$ cat src/rtl/scr1_dmem_arb_pkg.sv
// ============================================================================
// Module  : scr1_dmem_arb_pkg
// Purpose : DMEM interface types and widths shared by the DMEM arbiter files.
// Revision: 1.0 - initial release
// ============================================================================
`default_nettype none

`ifndef SCR1_DMEM_AWIDTH
`define SCR1_DMEM_AWIDTH 32
`endif
`ifndef SCR1_DMEM_DWIDTH
`define SCR1_DMEM_DWIDTH 32
`endif

package scr1_dmem_arb_pkg;

   localparam int unsigned DMEM_AWIDTH = `SCR1_DMEM_AWIDTH;
   localparam int unsigned DMEM_DWIDTH = `SCR1_DMEM_DWIDTH;

   typedef enum logic {
      SCR1_MEM_CMD_RD = 1'b0,
      SCR1_MEM_CMD_WR = 1'b1
   } type_scr1_mem_cmd_e;

   typedef enum logic [1:0] {
      SCR1_MEM_WIDTH_BYTE  = 2'b00,
      SCR1_MEM_WIDTH_HWORD = 2'b01,
      SCR1_MEM_WIDTH_WORD  = 2'b10,
      SCR1_MEM_WIDTH_ERROR = 2'b11
   } type_scr1_mem_width_e;

   typedef enum logic [1:0] {
      SCR1_MEM_RESP_NOTRDY = 2'b00,
      SCR1_MEM_RESP_RDY_OK = 2'b01,
      SCR1_MEM_RESP_RDY_ER = 2'b10
   } type_scr1_mem_resp_e;

endpackage

`default_nettype wire

$ cat src/rtl/scr1_dmem_arb_sel2.sv
// ============================================================================
// Module  : scr1_arb_sel2
// Purpose : Two-requester selector; round-robin when SCR1_DMEM_ARB_RR_EN is
//           defined, fixed priority to requester 0 otherwise.
// Revision: 1.0 - initial release
// ============================================================================
`default_nettype none

module scr1_arb_sel2 (
   input  logic clk,
   input  logic rst_n,
   input  logic req0,
   input  logic req1,
   input  logic upd,
   output logic sel
);

`ifdef SCR1_DMEM_ARB_RR_EN
   logic r_last;

   // Reset to 1 so requester 0 wins the first conflict.
   always_ff @(posedge clk or negedge rst_n) begin
      if (!rst_n) begin
         r_last <= 1'b1;
      end else if (upd) begin
         r_last <= sel;
      end
   end

   assign sel = (req0 & req1) ? ~r_last : (req1 & ~req0);
`else
   logic w_unused;

   assign w_unused = &{1'b0, clk, rst_n, upd};
   assign sel      = req1 & ~req0;
`endif

endmodule

`default_nettype wire

$ cat src/rtl/scr1_dmem_arb.sv
// ============================================================================
// Module  : scr1_dmem_arb
// Purpose : Shares one DMEM target between the LSU (port 0) and a second
//           master (port 1); one outstanding transaction. Round-robin under
//           SCR1_DMEM_ARB_RR_EN, assertions under SCR1_SIM_ENV.
// Revision: 1.0 - initial release
// ============================================================================
`default_nettype none

module scr1_dmem_arb
   import scr1_dmem_arb_pkg::*;
(
   input  logic                   clk,
   input  logic                   rst_n,

   input  logic                   m0_req,
   input  type_scr1_mem_cmd_e     m0_cmd,
   input  type_scr1_mem_width_e   m0_width,
   input  logic [DMEM_AWIDTH-1:0] m0_addr,
   input  logic [DMEM_DWIDTH-1:0] m0_wdata,
   output logic                   m0_req_ack,
   output logic [DMEM_DWIDTH-1:0] m0_rdata,
   output type_scr1_mem_resp_e    m0_resp,

   input  logic                   m1_req,
   input  type_scr1_mem_cmd_e     m1_cmd,
   input  type_scr1_mem_width_e   m1_width,
   input  logic [DMEM_AWIDTH-1:0] m1_addr,
   input  logic [DMEM_DWIDTH-1:0] m1_wdata,
   output logic                   m1_req_ack,
   output logic [DMEM_DWIDTH-1:0] m1_rdata,
   output type_scr1_mem_resp_e    m1_resp,

   output logic                   arb2dmem_req,
   output type_scr1_mem_cmd_e     arb2dmem_cmd,
   output type_scr1_mem_width_e   arb2dmem_width,
   output logic [DMEM_AWIDTH-1:0] arb2dmem_addr,
   output logic [DMEM_DWIDTH-1:0] arb2dmem_wdata,
   input  logic                   dmem2arb_req_ack,
   input  logic [DMEM_DWIDTH-1:0] dmem2arb_rdata,
   input  type_scr1_mem_resp_e    dmem2arb_resp
);

   typedef enum logic {
      SCR1_ARB_IDLE = 1'b0,
      SCR1_ARB_BUSY = 1'b1
   } type_scr1_arb_fsm_e;

   type_scr1_arb_fsm_e r_state;
   logic               r_owner;
   logic               w_sel;
   logic               w_idle;
   logic               w_busy;
   logic               w_accept;
   logic               w_resp_done;
   logic               w_route0;
   logic               w_route1;

   assign w_idle      = (r_state == SCR1_ARB_IDLE);
   assign w_busy      = (r_state == SCR1_ARB_BUSY);
   assign w_accept    = arb2dmem_req & dmem2arb_req_ack;
   assign w_resp_done = (dmem2arb_resp == SCR1_MEM_RESP_RDY_OK)
                      | (dmem2arb_resp == SCR1_MEM_RESP_RDY_ER);

   scr1_arb_sel2 i_sel2 (
      .clk   (clk),
      .rst_n (rst_n),
      .req0  (m0_req),
      .req1  (m1_req),
      .upd   (w_accept),
      .sel   (w_sel)
   );

   always_ff @(posedge clk or negedge rst_n) begin
      if (!rst_n) begin
         r_state <= SCR1_ARB_IDLE;
         r_owner <= 1'b0;
      end else begin
         case (r_state)
            SCR1_ARB_IDLE: begin
               if (w_accept) begin
                  r_state <= SCR1_ARB_BUSY;
                  r_owner <= w_sel;
               end
            end
            SCR1_ARB_BUSY: begin
               if (w_resp_done) begin
                  r_state <= SCR1_ARB_IDLE;
               end
            end
            default: r_state <= SCR1_ARB_IDLE;
         endcase
      end
   end

   // Request path is purely combinational so an LSU sees no extra latency.
   assign arb2dmem_req   = w_idle & (m0_req | m1_req);
   assign arb2dmem_cmd   = w_sel ? m1_cmd   : m0_cmd;
   assign arb2dmem_width = w_sel ? m1_width : m0_width;
   assign arb2dmem_addr  = w_sel ? m1_addr  : m0_addr;
   assign arb2dmem_wdata = w_sel ? m1_wdata : m0_wdata;

   assign m0_req_ack = w_idle & m0_req & ~w_sel & dmem2arb_req_ack;
   assign m1_req_ack = w_idle & m1_req &  w_sel & dmem2arb_req_ack;

   assign w_route0 = w_busy & ~r_owner;
   assign w_route1 = w_busy &  r_owner;

   assign m0_resp  = w_route0 ? dmem2arb_resp  : SCR1_MEM_RESP_NOTRDY;
   assign m0_rdata = w_route0 ? dmem2arb_rdata : '0;
   assign m1_resp  = w_route1 ? dmem2arb_resp  : SCR1_MEM_RESP_NOTRDY;
   assign m1_rdata = w_route1 ? dmem2arb_rdata : '0;

`ifdef SCR1_SIM_ENV
   a_req_known : assert property (@(posedge clk) disable iff (!rst_n)
      !$isunknown({m0_req, m1_req, arb2dmem_req}));

   a_ack_onehot : assert property (@(posedge clk) disable iff (!rst_n)
      $onehot0({m0_req_ack, m1_req_ack}));

   a_no_resp_idle : assert property (@(posedge clk) disable iff (!rst_n)
      w_idle |-> (dmem2arb_resp == SCR1_MEM_RESP_NOTRDY));

   a_no_ack_busy : assert property (@(posedge clk) disable iff (!rst_n)
      w_busy |-> !(m0_req_ack | m1_req_ack));
`endif

endmodule

`default_nettype wire

$ cat config.mk
export PLATFORM = sky130hd
export DESIGN_NAME = scr1_dmem_arb
export DESIGN_NICKNAME = d
export VERILOG_FILES = /design/src/rtl/scr1_dmem_arb_pkg.sv /design/src/rtl/scr1_dmem_arb_sel2.sv /design/src/rtl/scr1_dmem_arb.sv
export SDC_FILE = /design/constraint.sdc
export NUM_CORES = 1
export LEC_CHECK = 0
export CAP_MARGIN = 0
export CORE_AREA = 2 2 120 122
export CTS_CLUSTER_DIAMETER = 200
export DETAILED_ROUTE_END_ITERATION = 7
export DIE_AREA = 0 0 122 124
export PLACE_DENSITY = 0.58
export SKIP_LAST_GASP = 1
export SLEW_MARGIN = 5
export SYNTH_ARGS = -nofsm -noshare
export SYNTH_HDL_FRONTEND = slang
export SYNTH_HIERARCHICAL = 1
export SYNTH_SLANG_ARGS = --single-unit
$ cat constraint.sdc
create_clock -name clk -period 2.6 [get_ports clk]
set_input_delay 0.78 -clock clk [delete_from_list [all_inputs] [get_ports clk]]
set_output_delay 0.78 -clock clk [all_outputs]
set_load 0.01 [all_outputs]
==> reports/metrics.csv <==
stage;metric;value;unit
setup_path;cp-start-kind;primary input;
timing;hold_viol;0;
layout;fin_cells;680;
clocking;numCtsBuffers;3;
timing;setup_viol;50;
clocking;clk_path_buf_depth;2;
floorplan;die_y;124;um
setup_path;reg2reg_depth;2;
setup_path;path_class;in -> out;
run;max_cap_viol_count;0;
layout;layout-drive-gt1-share;0.365;
timing;rsz0062_at_grt;yes;
timing;hold-worst-slack;723;ps
synth;synthCells;165;
drt;drt.antenna.violating_nets;0;
grt;grt_overflow;0;
power;ir_worst_vdd;0.145;mV
synth;syn_area;1720;um2
grt;antenna_found_initial;1;
placement;globalplace.congestion;0.712;
clocking;cts_tree;yes;
timing;drv_slew;0;
grt;grt_pass1_vias;2757;
layout;final_common_cell;clkdlybuf4s50_1;
layout;multiInputGateArea;1530;um2
setup_path;rrSetupSlack;1410;ps
clocking;cts_num_sinks;2;
outcome;failed_checks;setup timing;
layout;area.sequential;50.0;um2
floorplan;die_w;122;um
clocking;cts-root-buf;clkbuf_16;
synth;synth_seq_cells;2;
timing;fin_crit_sh;1.05;
floorplan;die_area;15100;um2
timing;max_freq;366;MHz
drt;vias;2613;
synth;ys_seq_area_frac;0.0291;
placement;dp.cells;657;
timing;slew-limit-headroom;0.819;
drt;drt-total-wl;10800;um
synth;synthesis.nets;338;
synth;yosysUniqueCellTypes;17;
drt;drc;0;
drt;vias_per_cell;3.84;
timing;worst_slack;-132;ps
grt;grt_max_degree;36;
synth;synth-warning-count;6;
floorplan;start_util;0.125;
floorplan;core_area;13700;um2
setup_path;critPathMaxFanout;5;
grt;grt_use_total;0.125;
layout;nets;674;
outcome;outcome;complete, but fails checks;
clocking;clk_pin_slew_worst_paths;30;ps
power;p_leak;2.78;nW
floorplan;num_rows;43;
layout;mostFrequentLayoutCells;171 x clkdlybuf4s50_1, 68 x dlygate4sd2_1, 67 x mux2_4;
setup_path;timing.rr.end;r_owner;
setup_path;cp.arrival;1950;ps
setup_path;cp.required;1820;ps
grt;grt_pass1_wl;14600;um
timing;min_period;2730;ps
clocking;h-tree-depth;1;
placement;post-dp-hpwl;8980;um
synth;avgSynthCellArea;10.4;um2
timing;tightest_slew;272;ps
power;power_density;262;nW/um2
layout;area_growth;217;%
drt;wire_per_inst;15.9;um
layout;fill_cells;1355;
placement;portBuffers;310;
clocking;clock_latency;220;ps
min_path;hp-class;in -> async;
drt;first_pass_iters;4;
timing;skew;0.511;ps
drt;detail_route.iter0.violations;36;
setup_path;regToRegStartpoint;r_state;
layout;final_util;0.397;
floorplan;num_io_pins;311;
setup_path;critical_path.endpoint_type;primary output;
## power breakdown
| part | total [mW] | internal, mW | switching (mW) |
|---|---|---|---|
| Combinational | 1.15 | 0.735 | 0.411 |
| Clock | 0.234 | 0.196 | 0.0377 |
| Sequential | 0.0482 | 0.0378 | 0.0104 |
## worst max-delay path, cell delays in order
cell and delay (ps):
buf_6 90, nor2b_4 120, buf_12 130, buf_8 130
buf_12 130, buf_16 130, mux2_4 300, buf_6 120
## layer usage
layer | up-vias | routed length (um) | GRT usage
met1 | 1177 | 4020 | 0.142
met3 | 8 | 965 | 0.0211
met5 | - | 0 | 0
met2 | 165 | 5730 | 0.243
li1 | 1263 | - | -
met4 | 0 | 100 | 0.0230
## cell usage after synthesis
cell type	number	area (um2)
buf_4	2	15.0
and2_1	34	213
clkbuf_2	2	10.0
dfrtp_1	2	50.1
buf_6	8	90.1
a21o_1	1	7.51
buf_2	5	25.0
clkbuf_1	1	3.75
mux2_1	1	11.3
nor2b_4	2	27.5
and3_1	34	213
nor4bb_1	1	10.0
xnor2_1	1	8.76
nor2_1	2	7.51
and4b_1	1	10.0
nor3b_2	1	12.5
mux2_4	67	1010
## logic make-up after synthesis
logic type	share of synthesized area
simple gates	0.287
compound gates	0.00437
buf+inv	0.0836
mux	0.591
xor+xnor	0.00509
flops	0.0291
## metrics by stage
stage | power (mW) | TNS [ps] | setup WS [ps] | cell area (um2)
floorplan | 0.497 | 0 | 222 | 1720
detailed placement | 1.21 | -57770 | -789 | 5100
global placement | 1.20 | -57250 | -763 | 5100
global route | 1.51 | -6610 | -160 | 5450
CTS | 1.44 | -4760 | -148 | 5410
finish | 1.43 | -5180 | -132 | 5450
## registers in the layout, summed over array words and instances (netlist names)
name	cells
r_state	1
r_owner	1
## repair_timing
| item | in CTS | in global routing |
|---|---|---|
| gates resized for setup | 431 | 3 |
| hold buffers | 0 | 0 |
| pin swaps | 1 | 0 |
| buffers inserted | 12 | 4 |
| gates cloned | 4 | 0 |
| endpoints found under the setup margin | 138 | 54 |
## how the worst max path moves through the flow
stage | startpoint | end | depth (start not counted)
final | m1_req | arb2dmem_addr[16] | 8
after global routing | m1_req | arb2dmem_addr[16] | 8
after CTS | m1_req | arb2dmem_addr[16] | 8
after detailed placement | m1_req | arb2dmem_addr[16] | 6
after global placement | m1_req | arb2dmem_addr[16] | 6
after floorplan | m1_req | m0_req_ack | 4
## final cells by class
cell class                      count  area share
Antenna cell                        1    0.000459
Sequential cell                     2     0.00918
Clock buffer                        3      0.0138
Tap cell                          180      0.0413
Multi-Input combinational cell    145       0.280
Timing Repair Buffer              349       0.655
Note: power is estimated with default switching activity, not from simulation.
